$ cat src/rtl/dmac_if.sv
// Bus-side signal bundle of the single-channel DMA controller: CPU hold handshake,
// peripheral request/acknowledge, register setup port, strobes, address and data.
interface dmac_if;
  logic        HLDA;
  logic        BG;
  logic        DREQ;
  logic        RDY;
  logic        REGW;
  logic [1:0]  REGSEL;
  logic [15:0] Setup;
  logic [7:0]  Data_in;
  logic        HLD;
  logic        DACK;
  logic        MEMR;
  logic        MEMW;
  logic        IOR;
  logic        IOW;
  logic        EOP;
  logic [15:0] Addrbus;
  logic [7:0]  Data_out;

  modport master (
    input  HLDA, BG, DREQ, RDY, REGW, REGSEL, Setup, Data_in,
    output HLD, DACK, MEMR, MEMW, IOR, IOW, EOP, Addrbus, Data_out
  );

  modport slave (
    output HLDA, BG, DREQ, RDY, REGW, REGSEL, Setup, Data_in,
    input  HLD, DACK, MEMR, MEMW, IOR, IOW, EOP, Addrbus, Data_out
  );
endinterface

$ cat src/rtl/dmac.sv
// Single-channel 8-bit DMA controller: requests the bus, moves one byte per READ/WRITE
// pair through a single byte latch, and pulses EOP when the programmed count expires.
module dmac (
  input  logic   CLK,
  input  logic   RST,
  dmac_if.master bus
);

  localparam int unsigned AW = 16;
  localparam int unsigned DW = 8;
  localparam int unsigned CW = 16;

  typedef enum logic [2:0] {
    S_IDLE, S_REQ, S_READ, S_WRITE, S_UPDATE, S_RELEASE, S_DONE
  } state_e;

  state_e        state_q;
  logic [1:0]    dir_q;
  logic          en_q;
  logic          dec_q;
  logic [1:0]    xfer_q;
  logic [CW-1:0] count_q;
  logic [AW-1:0] addr_q;
  logic [DW-1:0] latch_q;
  logic          hld_q, dack_q, memr_q, memw_q, ior_q, iow_q, eop_q;
  logic [AW-1:0] addrbus_q;

  logic          grant;
  logic          src_mem, src_io, dst_mem, dst_io;
  logic          steal;
  logic          start;
  logic [AW-1:0] addr_d;
  logic [CW-1:0] count_d;

  // Direction decode: verify mode (11) raises no strobe on either side.
  assign grant   = bus.HLDA | bus.BG;
  assign src_mem = (dir_q == 2'b10) || (dir_q == 2'b01);
  assign src_io  = (dir_q == 2'b00);
  assign dst_mem = (dir_q == 2'b00) || (dir_q == 2'b01);
  assign dst_io  = (dir_q == 2'b10);
  assign steal   = (xfer_q == 2'b10);
  assign start   = en_q & bus.DREQ & ~bus.REGW & (count_q != CW'(0));
  assign addr_d  = dec_q ? addr_q - AW'(1) : addr_q + AW'(1);
  assign count_d = count_q - CW'(1);

  always_ff @(posedge CLK or posedge RST) begin
    if (RST) begin
      state_q   <= S_IDLE;
      dir_q     <= '0;
      en_q      <= 1'b0;
      dec_q     <= 1'b0;
      xfer_q    <= '0;
      count_q   <= '0;
      addr_q    <= '0;
      latch_q   <= '0;
      hld_q     <= 1'b0;
      dack_q    <= 1'b0;
      memr_q    <= 1'b0;
      memw_q    <= 1'b0;
      ior_q     <= 1'b0;
      iow_q     <= 1'b0;
      eop_q     <= 1'b0;
      addrbus_q <= '0;
    end else begin
      dack_q    <= 1'b0;
      memr_q    <= 1'b0;
      memw_q    <= 1'b0;
      ior_q     <= 1'b0;
      iow_q     <= 1'b0;
      eop_q     <= 1'b0;
      addrbus_q <= '0;
      unique case (state_q)
        S_IDLE: begin
          if (bus.REGW) begin
            unique case (bus.REGSEL)
              2'b00: begin
                dir_q  <= bus.Setup[1:0];
                en_q   <= bus.Setup[4];
                dec_q  <= bus.Setup[5];
                xfer_q <= bus.Setup[7:6];
              end
              2'b01:   count_q <= bus.Setup;
              2'b10:   addr_q  <= bus.Setup;
              default: ;
            endcase
          end else if (start) begin
            state_q <= S_REQ;
            hld_q   <= 1'b1;
          end
        end
        S_REQ: begin
          if (grant) begin
            state_q   <= S_READ;
            dack_q    <= 1'b1;
            addrbus_q <= addr_q;
            memr_q    <= src_mem;
            ior_q     <= src_io;
          end
        end
        // A phase only completes if its strobe was actually on the bus this cycle.
        S_READ: begin
          addrbus_q <= addr_q;
          if (grant) begin
            dack_q <= 1'b1;
            if (dack_q && bus.RDY) begin
              state_q <= S_WRITE;
              latch_q <= bus.Data_in;
              memw_q  <= dst_mem;
              iow_q   <= dst_io;
            end else begin
              memr_q <= src_mem;
              ior_q  <= src_io;
            end
          end
        end
        S_WRITE: begin
          if (grant) begin
            if (dack_q && bus.RDY) begin
              state_q <= S_UPDATE;
            end else begin
              dack_q    <= 1'b1;
              addrbus_q <= addr_q;
              memw_q    <= dst_mem;
              iow_q     <= dst_io;
            end
          end else begin
            addrbus_q <= addr_q;
          end
        end
        S_UPDATE: begin
          addr_q  <= addr_d;
          count_q <= count_d;
          if (count_d == CW'(0)) begin
            state_q <= S_DONE;
            hld_q   <= 1'b0;
            eop_q   <= 1'b1;
            en_q    <= 1'b0;
          end else if (!steal && bus.DREQ) begin
            state_q   <= S_READ;
            dack_q    <= grant;
            addrbus_q <= addr_d;
            memr_q    <= grant & src_mem;
            ior_q     <= grant & src_io;
          end else begin
            state_q <= S_RELEASE;
            hld_q   <= 1'b0;
          end
        end
        S_RELEASE: begin
          if (bus.DREQ) begin
            state_q <= S_REQ;
            hld_q   <= 1'b1;
          end else begin
            state_q <= S_IDLE;
          end
        end
        S_DONE:  state_q <= S_IDLE;
        default: state_q <= S_IDLE;
      endcase
    end
  end

  assign bus.HLD      = hld_q;
  assign bus.DACK     = dack_q;
  assign bus.MEMR     = memr_q;
  assign bus.MEMW     = memw_q;
  assign bus.IOR      = ior_q;
  assign bus.IOW      = iow_q;
  assign bus.EOP      = eop_q;
  assign bus.Addrbus  = addrbus_q;
  assign bus.Data_out = latch_q;

endmodule

$ cat src/flat_wrapper.sv
// flat-port wrapper written by rule: the top's interface ports become plain ports
module dmac_flat 
  (CLK, RST, bus_HLDA, bus_BG, bus_DREQ, bus_RDY, bus_REGW, bus_REGSEL, bus_Setup, bus_Data_in, bus_HLD, bus_DACK, bus_MEMR, bus_MEMW, bus_IOR, bus_IOW, bus_EOP, bus_Addrbus, bus_Data_out);
  dmac_if bus_i ();
  input  logic CLK;
  input  logic RST;
  input wire logic [$bits(bus_i.HLDA)-1:0] bus_HLDA;
  input wire logic [$bits(bus_i.BG)-1:0] bus_BG;
  input wire logic [$bits(bus_i.DREQ)-1:0] bus_DREQ;
  input wire logic [$bits(bus_i.RDY)-1:0] bus_RDY;
  input wire logic [$bits(bus_i.REGW)-1:0] bus_REGW;
  input wire logic [$bits(bus_i.REGSEL)-1:0] bus_REGSEL;
  input wire logic [$bits(bus_i.Setup)-1:0] bus_Setup;
  input wire logic [$bits(bus_i.Data_in)-1:0] bus_Data_in;
  output wire logic [$bits(bus_i.HLD)-1:0] bus_HLD;
  output wire logic [$bits(bus_i.DACK)-1:0] bus_DACK;
  output wire logic [$bits(bus_i.MEMR)-1:0] bus_MEMR;
  output wire logic [$bits(bus_i.MEMW)-1:0] bus_MEMW;
  output wire logic [$bits(bus_i.IOR)-1:0] bus_IOR;
  output wire logic [$bits(bus_i.IOW)-1:0] bus_IOW;
  output wire logic [$bits(bus_i.EOP)-1:0] bus_EOP;
  output wire logic [$bits(bus_i.Addrbus)-1:0] bus_Addrbus;
  output wire logic [$bits(bus_i.Data_out)-1:0] bus_Data_out;
  assign bus_i.HLDA = bus_HLDA;
  assign bus_i.BG = bus_BG;
  assign bus_i.DREQ = bus_DREQ;
  assign bus_i.RDY = bus_RDY;
  assign bus_i.REGW = bus_REGW;
  assign bus_i.REGSEL = bus_REGSEL;
  assign bus_i.Setup = bus_Setup;
  assign bus_i.Data_in = bus_Data_in;
  assign bus_HLD = bus_i.HLD;
  assign bus_DACK = bus_i.DACK;
  assign bus_MEMR = bus_i.MEMR;
  assign bus_MEMW = bus_i.MEMW;
  assign bus_IOR = bus_i.IOR;
  assign bus_IOW = bus_i.IOW;
  assign bus_EOP = bus_i.EOP;
  assign bus_Addrbus = bus_i.Addrbus;
  assign bus_Data_out = bus_i.Data_out;
  dmac u_core (.CLK(CLK), .RST(RST), .bus(bus_i));
endmodule
$ cat config.mk
export PLATFORM = sky130hd
export DESIGN_NAME = dmac_flat
export DESIGN_NICKNAME = d
export VERILOG_FILES = /design/src/rtl/dmac_if.sv /design/src/rtl/dmac.sv /design/src/flat_wrapper.sv
export SDC_FILE = /design/constraint.sdc
export NUM_CORES = 1
export LEC_CHECK = 0
export BUFFER_PORTS_ARGS = -buffer_cell sky130_fd_sc_hd__buf_4
export CAP_MARGIN = 30
export CORE_MARGIN = 2
export CORE_UTILIZATION = 58
export DETAILED_ROUTE_END_ITERATION = 12
export GPL_TIMING_DRIVEN = 0
export PLACE_DENSITY = 0.79
export SYNTH_ARGS = -nofsm -noshare
export SYNTH_HDL_FRONTEND = slang
export SYNTH_SLANG_ARGS = --single-unit
$ cat constraint.sdc
create_clock -name CLK -period 3.2 [get_ports CLK]
set_input_delay 0.48 -clock CLK [delete_from_list [all_inputs] [get_ports CLK]]
set_output_delay 0.48 -clock CLK [all_outputs]
set_load 0.02 [all_outputs]
==> results of run 1 <==
[cell usage in the layout, fill, tap and decap left out, types with 3 or more instances in the layout]
cell type | synthesis | final
dfrtp_1 | 72 | 72
buf_4 | 0 | 63
nand2_1 | 56 | 56
o21ai_0 | 56 | 56
nor2_1 | 33 | 33
mux2_2 | 23 | 23
clkbuf_1 | 19 | 19
a21oi_1 | 19 | 19
ha_1 | 19 | 19
inv_1 | 19 | 18
xnor2_1 | 11 | 11
nor3_1 | 10 | 10
mux2i_1 | 9 | 9
a211oi_1 | 9 | 9
clkbuf_8 | 0 | 9
a22o_1 | 8 | 8
xor2_1 | 7 | 7
a21o_1 | 7 | 7
nand4_1 | 6 | 6
nand3_1 | 6 | 6
nand4b_1 | 5 | 5
a22oi_1 | 5 | 5
a31oi_1 | 4 | 4
o22ai_1 | 4 | 4
o21a_1 | 4 | 4
or3_1 | 4 | 4
o211ai_1 | 4 | 4
nor4_1 | 3 | 3
nand3b_1 | 3 | 3
inv_6 | 0 | 3
[stage by stage]
stage | setup slack, ns | util | area (um2) | total power (W) | TNS, ns
6_report | 0.2728 | 0.7150 | 5214 | 0.005663 | 0
5_1_grt | -0.003153 | 0.7150 | 5214 | 0.006069 | -0.003153
4_1_cts | 0.2300 | 0.7145 | 5210 | 0.005615 | 0
3_5_place_dp | 0.2193 | 0.6869 | 5009 | 0.004840 | 0
3_3_place_gp | 0.01469 | 0.6865 | 5006 | 0.004716 | 0
2_1_floorplan | 0.8314 | - | 4409 | 0.003945 | 0
[layer usage]
layer  global-route usage  wire (um)
met3              0.04896        885
met1               0.4051       5062
met4               0.1225        308
met5                    0          0
met2               0.4401       5397
[report_power, final]
group	internal [W]	switching [W]	total, W	leakage, nW
logic	0.00134	0.00187	0.00321	1.38
registers	0.00131	0.000381	0.00169	0.885
clock network	0.000368	0.000388	0.000757	0.101
total	0.00302	0.00264	0.00566	2.37
[worst paths after layout]
kind	from	slack (ns)	depth (start not counted)	to
max	u_core.dec_q$_DFFE_PP0P_	0.27	8	u_core.bus.Addrbus[14]$_DFF_PP0_
min	RST	0.32	2	u_core.bus.Data_out[1]$_DFFE_PP0P_
max reg2reg	u_core.dec_q$_DFFE_PP0P_	0.27	8	u_core.bus.Addrbus[14]$_DFF_PP0_
min reg2reg	u_core.xfer_q[0]$_DFFE_PP0P_	0.51	1	u_core.xfer_q[0]$_DFFE_PP0P_
max in group asynchronous	RST	2.31	2	u_core.count_q[3]$_DFFE_PP0P_
min in group CLK	bus_Data_in[1]	0.35	2	u_core.bus.Data_out[1]$_DFFE_PP0P_
[synth_stat cells, types with 2 or more instances]
cell type | instances | share of area
o21ai_1 | 2 | 0.0023
mux2i_1 | 9 | 0.020
a21oi_1 | 19 | 0.022
a22o_1 | 8 | 0.016
o21ai_0 | 56 | 0.064
nor2_1 | 33 | 0.028
nand4_1 | 6 | 0.0085
a21boi_0 | 2 | 0.0034
xor2_1 | 7 | 0.014
mux2_2 | 23 | 0.059
nand3_1 | 6 | 0.0068
nor4_1 | 3 | 0.0043
a211oi_1 | 9 | 0.015
o211a_1 | 2 | 0.0045
nor3_2 | 2 | 0.0045
or3_1 | 4 | 0.0057
or4_1 | 2 | 0.0034
o21bai_1 | 2 | 0.0034
nand2b_1 | 2 | 0.0028
clkbuf_1 | 19 | 0.016
and2_1 | 2 | 0.0028
a22oi_1 | 5 | 0.0085
nand3b_1 | 3 | 0.0051
xnor2_1 | 11 | 0.022
o211ai_1 | 4 | 0.0068
nor4b_1 | 2 | 0.0040
o22ai_1 | 4 | 0.0057
nand4b_1 | 5 | 0.0099
inv_1 | 19 | 0.016
ha_1 | 19 | 0.054
a311oi_1 | 2 | 0.0040
a21o_1 | 7 | 0.012
dfrtp_1 | 72 | 0.41
nand2_1 | 56 | 0.048
nor3_1 | 10 | 0.011
o21a_1 | 4 | 0.0068
a31oi_1 | 4 | 0.0057
[cells by family after synthesis]
logic type / after synthesis
flops: 72
xor+xnor: 18
simple gates: 148
mux: 32
compound gates: 142
fa+ha+maj: 20
buf+inv: 39
[area by class of cell]
cell class              instances  area (um2)  area share
plain buffers                  20       82.58     0.01584
flip-flops and latches         72        1802      0.3456
multi-input cells             360        2457      0.4713
clock inverters                 7       77.57     0.01488
repair buffers                 63       473.0     0.09071
inverters                      19       73.82     0.01416
well taps                      99       123.9     0.02376
clock buffers                   9       123.9     0.02376
[registers in the layout (all words and copies together), names as in the netlist]
signal,flops
u_core.addr_q,16
u_core.bus.Addrbus,16
u_core.bus.DACK,1
u_core.bus.Data_out,8
u_core.bus.EOP,1
u_core.bus.HLD,1
u_core.bus.IOR,1
u_core.bus.IOW,1
u_core.bus.MEMR,1
u_core.bus.MEMW,1
u_core.count_q,16
u_core.dec_q,1
u_core.dir_q,2
u_core.en_q,1
u_core.state_q,3
u_core.xfer_q,2
==> flow_summary.yaml, run 1 <==
logic_synthesis:
  ys_seq_area_frac: 0.4086
  ys_warn_count: 0
  ys_async_sr_fraction: 1.000
  synth_nets: 524
  avgSynthCellArea_um2: 9.361
  postSynthCellCount: 471
  synthAdderAreaFrac: 0.05846
  synth_seq_cells: 72
  ys_types: 63
  synthSimpleGateAreaFrac: 0.1757
  synth-compound-area-share: 0.2074
  synth_edf_count: 0
  netlist_area_mm2: 0.004409
  synthXorXnorAreaFrac: 0.03575
  synth_top_family_by_area: "compound AO/OA/AOI/OAI gates"
  synthMuxAreaShare: 0.07917
  synthFlopType: "dfrtp_1"
die:
  rows: 31
  die_w_um: 91.19
  core_mm2: 0.007292
  die_h_um: 91.19
  ios: 64
  start_util: 0.6047
  dieArea_mm2: 0.008316
power:
  p_leak_nw: 2.370
  vdd_drop_max_mv: 0.5366
  power.density_mw_per_mm2: 1086
setup_path:
  crit_family: "compound AO/OA/AOI/OAI gates"
  cp_slowest_cell: "dfrtp_1"
  crit_fanout: 17
  start_kind: "register"
  timing.critical_path.mode_cell: "a211oi_1"
  cp_num_buf_inv: 1
  end_kind: "register"
  required_ns: 3.42
  cp.arrival_ns: 3.15
  cpPeakStageDelay_ns: 0.78
  criticalPathCategory: "reg -> reg"
  crit_chain: "ha_1 -> clkbuf_1 -> a211oi_1 -> nand3b_1 -> a211oi_1 -> nor3_1 -> a311oi_1 -> o21ai_0"
job:
  max_cap_violations: 0
clock_tree:
  postCtsSetupBuffers: 0
  cts.clk_slew.worst_paths_ns: 0.08
  htreeDepth: 3
  cts_buffers: 9
  cts.hold.buffers_added: 0
  clock_latency_ns: 0.36
  cts.sinks: 72
  root_buffer: "clkbuf_8"
  cts_max_path_buffers: 2
  cts_resized: 0
  cts_tree: "built"
route:
  num_vias: 3956
  routed_wl_um: 11660
  vias_per_cell: 6.096
  dr.pass1.iters: 5
  wire_per_inst_um: 17.96
  drc_errors: 0
  drtAntennaViolNets: 0
  drt_first_iter_violations: 376
cells_and_area:
  drive_above_1_share: 0.2164
  areaGrowthSynthToFinish_pct: 18.25
  final_cell_count_no_fill: 649
  n_antenna_cell: 0
  num-fill-cells: 604
  fin_nets: 598
place:
  dpl.cell_count: 633
  hpwlAfterDp_um: 8528
  port_buffers: 63
  gp_congestion: 0.9251
worst_hold_path:
  hp-class: "in -> async"
timing:
  slew_viol_final: 0
  whs_ns: 0.3193
  period_needed_ns: 2.927
  max_slew_margin: 0.4064
  setup_viol: 0
  hold_viol_final: 0
  tightest_slew_ns: 0.8904
  fin_skew_ns: 0.01566
  timing.fmax_mhz: 341.6
  finalCritPeriodShare: 0.9147
grt:
  grt_max_degree: 73
  antenna_found_initial: 0
  grt_overflow: 0
  grt_usage: 0.2875
  grt_pass1_wl_um: 18730
  grt_pass1_vias: 3718
run_status:
  status: "finished clean"
(Power assumes the default switching activity.)
==> run 2, diff against run 1 <==
- ABC_AREA: default -> 1
==> run 2 against run 1 <==
Area after synthesis increased by 3.0%. Critical path type unchanged. Combinational power rose by 2%. Clock skew shrank 0.0056 ns. Synthesized cell count is 27% higher. Final cell count is 20% higher. Non-clock buffer count down 7. Highest routed layer unchanged. First-iteration DRC count down 33%. Via count grew 8.3%. Fmax is 15% higher. Register-to-register slack improved by 0.38 ns. Critical endpoint is now u_core.bus.Addrbus[15]$_DFF_PP0_.
==> flow_summary.yaml, run 2 <==
setup_path:
  criticalPathCategory: "reg -> reg"
  start_kind: "register"
  ff2ff_path_depth: 7
  required_ns: 3.45
  end_kind: "register"
  crit_fanout: 17
  cp.arrival_ns: 2.79
timing:
  fin_skew_ns: 0.01006
  tightest_slew_ns: 0.8747
  setup_viol: 0
  rsz0062_at_grt: "false"
  period_needed_ns: 2.546
  whs_ns: 0.2943
  hold_viol_final: 0
  finalCritPeriodShare: 0.7956
  max_slew_margin: 0.4169
  slew_viol_final: 0
  setup_tns_ns: 0
  timing.fmax_mhz: 392.8
power:
  swShare: 0.4926
  power.density_mw_per_mm2: 1071
  vdd_drop_max_mv: 0.4507
  p_comb_frac: 0.575
  intPower_w: 0.002903
  p_leak_nw: 2.702
  power_switching_w: 0.002819
  pwr-share-seq: 0.291
  p_clk_frac: 0.134
place:
  gp_congestion: 1.001
  port_buffers: 63
  hpwlAfterDp_um: 8751
route:
  routed_wl_um: 11740
  wire_per_inst_um: 15.11
  num_vias: 4286
  vias_per_cell: 5.516
  drc_errors: 0
  dr.pass1.iters: 5
  drtAntennaViolNets: 0
  drt_first_iter_violations: 251
clock_tree:
  htreeDepth: 3
  root_buffer: "clkbuf_8"
  cts.sinks: 72
  cts.clk_slew.worst_paths_ns: 0.09
  cts_buffers: 9
  postCtsSetupBuffers: 0
  cts_resized: 0
  cts.hold.buffers_added: 0
  clock_latency_ns: 0.36
  cts_tree: "built"
  cts_max_path_buffers: 2
grt:
  gr-usage-met2: 0.4757
  grt_usage: 0.2891
  grt_overflow: 0
  grt.met3_usage: 0.04719
  grt_max_degree: 73
  grt_pass1_vias: 4130
  grt_pass1_wl_um: 19350
  busiest_layer: "met2"
  gr-usage-met1: 0.3755
  antenna_found_initial: 0
logic_synthesis:
  synthXorXnorAreaFrac: 0.009372
  netlist_top_cells_area: "dfrtp_1, nand2_1, nor2_1"
  synth_top_family_by_area: "simple AND/OR/NAND/NOR gates"
  ys_types: 42
  synthMuxAreaShare: 0.01985
  synth_seq_cells: 72
  synth_common_cells: "nand2_1, nor2_1, dfrtp_1"
  netlist_area_mm2: 0.004539
  synth_area_leader_cell: "dfrtp_1"
  synthFlopType: "dfrtp_1"
  synthSimpleGateAreaFrac: 0.3060
  ys_seq_area_frac: 0.3969
  ys_async_sr_fraction: 1.000
  synth-compound-area-share: 0.1469
  yosysTopAreaCellShare: 0.3969
  avgSynthCellArea_um2: 7.616
  synth_edf_count: 0
  ys_warn_count: 0
  synthAdderAreaFrac: 0.05678
  yosysMostFrequentCell: "nand2_1"
  synth_nets: 649
  postSynthCellCount: 596
die:
  die_w_um: 92.47
  start_util: 0.5936
  core_mm2: 0.007647
  dieArea_mm2: 0.008550
  die_h_um: 92.47
  ios: 64
  rows: 32
worst_hold_path:
  hp-class: "in -> async"
cells_and_area:
  layout_commonest_cell: "nand2_1"
  layout_common_cells: "nand2_1, nor2_1, dfrtp_1"
  areaGrowthSynthToFinish_pct: 17.72
  drive_above_1_share: 0.2000
  n_antenna_cell: 0
  fin_nets: 723
job:
  max_cap_violations: 0
run_status:
  status: "finished clean"
## run 2: critical path, stage by stage, from the launching register on
cell	delay [ns]
dfrtp_1	0.80
ha_1	0.44
a21oi_1	0.30
o21ai_0	0.15
a21oi_1	0.23
a21o_1	0.14
nand3_1	0.07
o21ai_0	0.29
## run 2: per-stage QoR
step	utilization	setup slack [ns]	total power, W	cells	instance area [um2]
floorplan	-	0.8951	0.004053	596	4539
global placement	0.6721	0.02475	0.004825	761	5140
detailed placement	0.6724	0.7666	0.004916	761	5142
CTS	0.6988	0.7600	0.005684	777	5344
global route	0.6988	0.4574	0.006223	777	5344
finish	0.6988	0.6541	0.005722	777	5344
## run 2: power groups by stage
stage                     combinational, W  clock (W)  sequential (W)
after detailed placement           0.00325          0         0.00167
after floorplan                    0.00229          0         0.00177
after CTS                          0.00326   0.000770         0.00166
after global routing               0.00369   0.000812         0.00172
final                              0.00329   0.000768         0.00167
after global placement             0.00317          0         0.00165
## run 2: layer usage
metal | vias up | share of wire
li1 | 2118 | -
met1 | 1976 | 0.42
met2 | 161 | 0.48
met3 | 31 | 0.068
met4 | 0 | 0.032
met5 | - | 0
## run 2: path summary, 6_finish.rpt
path	startpoint	to	slack, ns
setup / recovery	u_core.dec_q$_DFFE_PP0P_	u_core.bus.Addrbus[15]$_DFF_PP0_	0.65
hold / removal	RST	u_core.bus.Data_out[0]$_DFFE_PP0P_	0.29
setup reg to reg	u_core.dec_q$_DFFE_PP0P_	u_core.bus.Addrbus[15]$_DFF_PP0_	0.65
hold reg to reg	u_core.bus.HLD$_DFFE_PP0P_	u_core.bus.HLD$_DFFE_PP0P_	0.49
max in group asynchronous	RST	u_core.count_q[3]$_DFFE_PP0P_	2.32
min in group CLK	bus_Setup[7]	u_core.xfer_q[1]$_DFFE_PP0P_	0.34
## run 2: final cells by class
cell class	instances	area [um2]
fill	655	2303
clock inverter	7	77.57
timing repair buffer	63	473.0
buffer	13	73.82
tap	102	127.6
multi-input combinational	453	2446
clock buffer	9	123.9
inverter	58	220.2
sequential	72	1802
## run 2: cells by family (layout without fill, tap and decap cells)
group	Yosys count	count (layout)
multiplexers	8	8
adder cells (fa/ha/maj)	20	20
XOR/XNOR	4	4
buffers and inverters	71	150
AND/OR/NAND/NOR	314	314
flip-flops	72	72
AO/OA/AOI/OAI	107	107
==> run 3, diff against run 2 <==
- CORE_UTILIZATION: 58 -> 52
- PLACE_DENSITY: 0.79 -> 0.74
- clock period: 3.2 -> 2.3 ns (I/O delays scaled with it)
==> run 3 against run 2 <==
Wire length grew 6.3%. Register-to-register slack worse by 0.59 ns. Final cell count increased by 1.9%. Fmax rose by 14%. Count of clock-buffer cells in the layout unchanged. Sequential share of layout area shrank 1.7 points. Final area grew 5.4%. Power up 55%. Critical path depth up 5. Via count is 2.3% higher. Largest cell class unchanged.
==> flow_summary.yaml, run 3 (synthesis gave the netlist of run 2 again) <==
route:
  drc_errors: 0
  num_vias: 4385
  drtAntennaViolNets: 0
  vias_per_cell: 5.537
  drt_first_iter_violations: 255
  routed_wl_um: 12480
  dr.pass1.iters: 5
  wire_per_inst_um: 15.76
timing:
  setup_viol: 0
  finalCritPeriodShare: 0.9723
  timing.fmax_mhz: 447.2
  tightest_slew_ns: 0.8821
  period_needed_ns: 2.236
  max_slew_margin: 0.4119
  setup_tns_ns: 0
  fin_skew_ns: 0.01215
  slew_viol_final: 0
  hold_viol_final: 0
  whs_ns: 0.1561
setup_path:
  crit_family: "simple AND/OR/NAND/NOR gates"
  end_kind: "register"
  crit_fanout: 6
  criticalPathCategory: "reg -> reg"
  start_kind: "register"
  cp.arrival_ns: 2.49
  startpoint: "u_core.dec_q$_DFFE_PP0P_"
  required_ns: 2.56
  cp_slowest_cell: "dfrtp_4"
  crit_chain: "buf_4 -> ha_4 -> nand3_1 -> nand3_2 -> nand2_1 -> nand2_2 -> nand2_1 -> a31oi_2 -> nand2_1 -> nand2_1 -> nor2_1 -> or2_2"
  timing.critical_path.mode_cell: "nand2_1"
  cpPeakStageDelay_ns: 0.52
  cp_num_buf_inv: 1
  crit-reg2reg-launch: "u_core.dec_q$_DFFE_PP0P_"
power:
  vdd_drop_max_mv: 0.5555
  p_leak_nw: 2.784
  power.density_mw_per_mm2: 1578
clock_tree:
  cts_tree: "built"
  cts.sinks: 72
  cts.clk_slew.worst_paths_ns: 0.09
  root_buffer: "clkbuf_8"
  htreeDepth: 3
  cts_buffers: 9
  cts.hold.buffers_added: 0
  clock_latency_ns: 0.36
  cts_max_path_buffers: 2
die:
  ios: 64
  dieArea_mm2: 0.009493
  die_w_um: 97.43
  die_h_um: 97.43
  rows: 34
  core_mm2: 0.008593
  start_util: 0.5282
cells_and_area:
  regArea_mm2: 0.001805
  areaGrowthSynthToFinish_pct: 24.09
  fin_nets: 732
  fin_util: 0.6555
  multi_input_area_mm2: 0.002595
  drive_above_1_share: 0.2471
  final_cell_count_no_fill: 792
  num-fill-cells: 752
  layout_common_cells: "nand2_1, nor2_1, buf_4, dfrtp_1, inv_1"
  layout_commonest_cell: "nand2_1"
  final_area_mm2: 0.005633
  n_antenna_cell: 0
place:
  gp_congestion: 0.9478
  placed_area_mm2: 0.005150
  port_buffers: 63
  dpl.cell_count: 767
  hpwlAfterDp_um: 8978
run_status:
  status: "finished clean"
worst_hold_path:
  hp-class: "in -> async"
grt:
  grt_overflow: 0
  grt_pass1_vias: 4251
  grt_max_degree: 73
  grt_pass1_wl_um: 20360
  antenna_found_initial: 0
  grt_usage: 0.2664
job:
  max_cap_violations: 0
[run 3: cell types whose count changed in the layout (fill, tap and decap cells not counted), moves of 3 or more]
cell / previous run / this run
buf_4: 63 / 71
ha_1: 19 / 13
o21ai_0: 28 / 22
a21oi_1: 29 / 24
ha_4: 0 / 5
o21ai_2: 9 / 13
a21oi_2: 0 / 3
[run 3: cell type report]
class / count / share of cell area
multi-input combinational: 453 / 0.4607
sequential: 72 / 0.3205
timing repair buffer: 72 / 0.09818
inverter: 58 / 0.03909
tap: 108 / 0.02399
clock inverter: 7 / 0.02243
clock buffer: 9 / 0.02199
buffer: 13 / 0.01311
[run 3: worst paths after layout]
check                      slack (ns)  depth (start not counted)                          endpoint
setup / recovery                 0.06                         12     u_core.addr_q[11]$_DFFE_PP0P_
hold / removal                   0.16                          2  u_core.bus.Addrbus[14]$_DFF_PP0_
setup reg to reg                 0.06                         12     u_core.addr_q[11]$_DFFE_PP0P_
hold reg to reg                  0.48                          2        u_core.bus.HLD$_DFFE_PP0P_
max in group asynchronous        1.47                          2          u_core.dec_q$_DFFE_PP0P_
min in group CLK                 0.21                          3          u_core.dec_q$_DFFE_PP0P_
[run 3: where the power goes]
| group | switching [W] | internal (W) | total, W | leakage, nW |
|---|---|---|---|---|
| clock network | 0.000554 | 0.000736 | 0.00129 | 0.122 |
| logic | 0.00317 | 0.00211 | 0.00529 | 1.78 |
| registers | 0.000497 | 0.00182 | 0.00231 | 0.882 |
[run 3: layer usage]
layer,vias up,GRT usage,routed length [um]
met5,-,0,0
met4,0,0.07158,220
met3,24,0.04245,673
met2,157,0.4557,6121
met1,2062,0.3528,5466
li1,2142,-,-
[run 3: per-stage QoR]
stage	worst slack (ns)	power, W
2_1_floorplan	0.1301	0.005639
3_3_place_gp	-0.7637	0.006775
3_5_place_dp	-0.1873	0.006869
4_1_cts	-0.001687	0.008292
5_1_grt	-0.02573	0.009606
6_report	0.06368	0.008888
[run 3: what timing repair did]
| action | 4_1_cts | 5_1_grt |
|---|---|---|
| pin swaps | 0 | 3 |
| setup buffers | 2 | 7 |
| gates cloned | 0 | 0 |
| gates resized for setup | 4 | 34 |
| setup endpoints to repair | 15 | 29 |
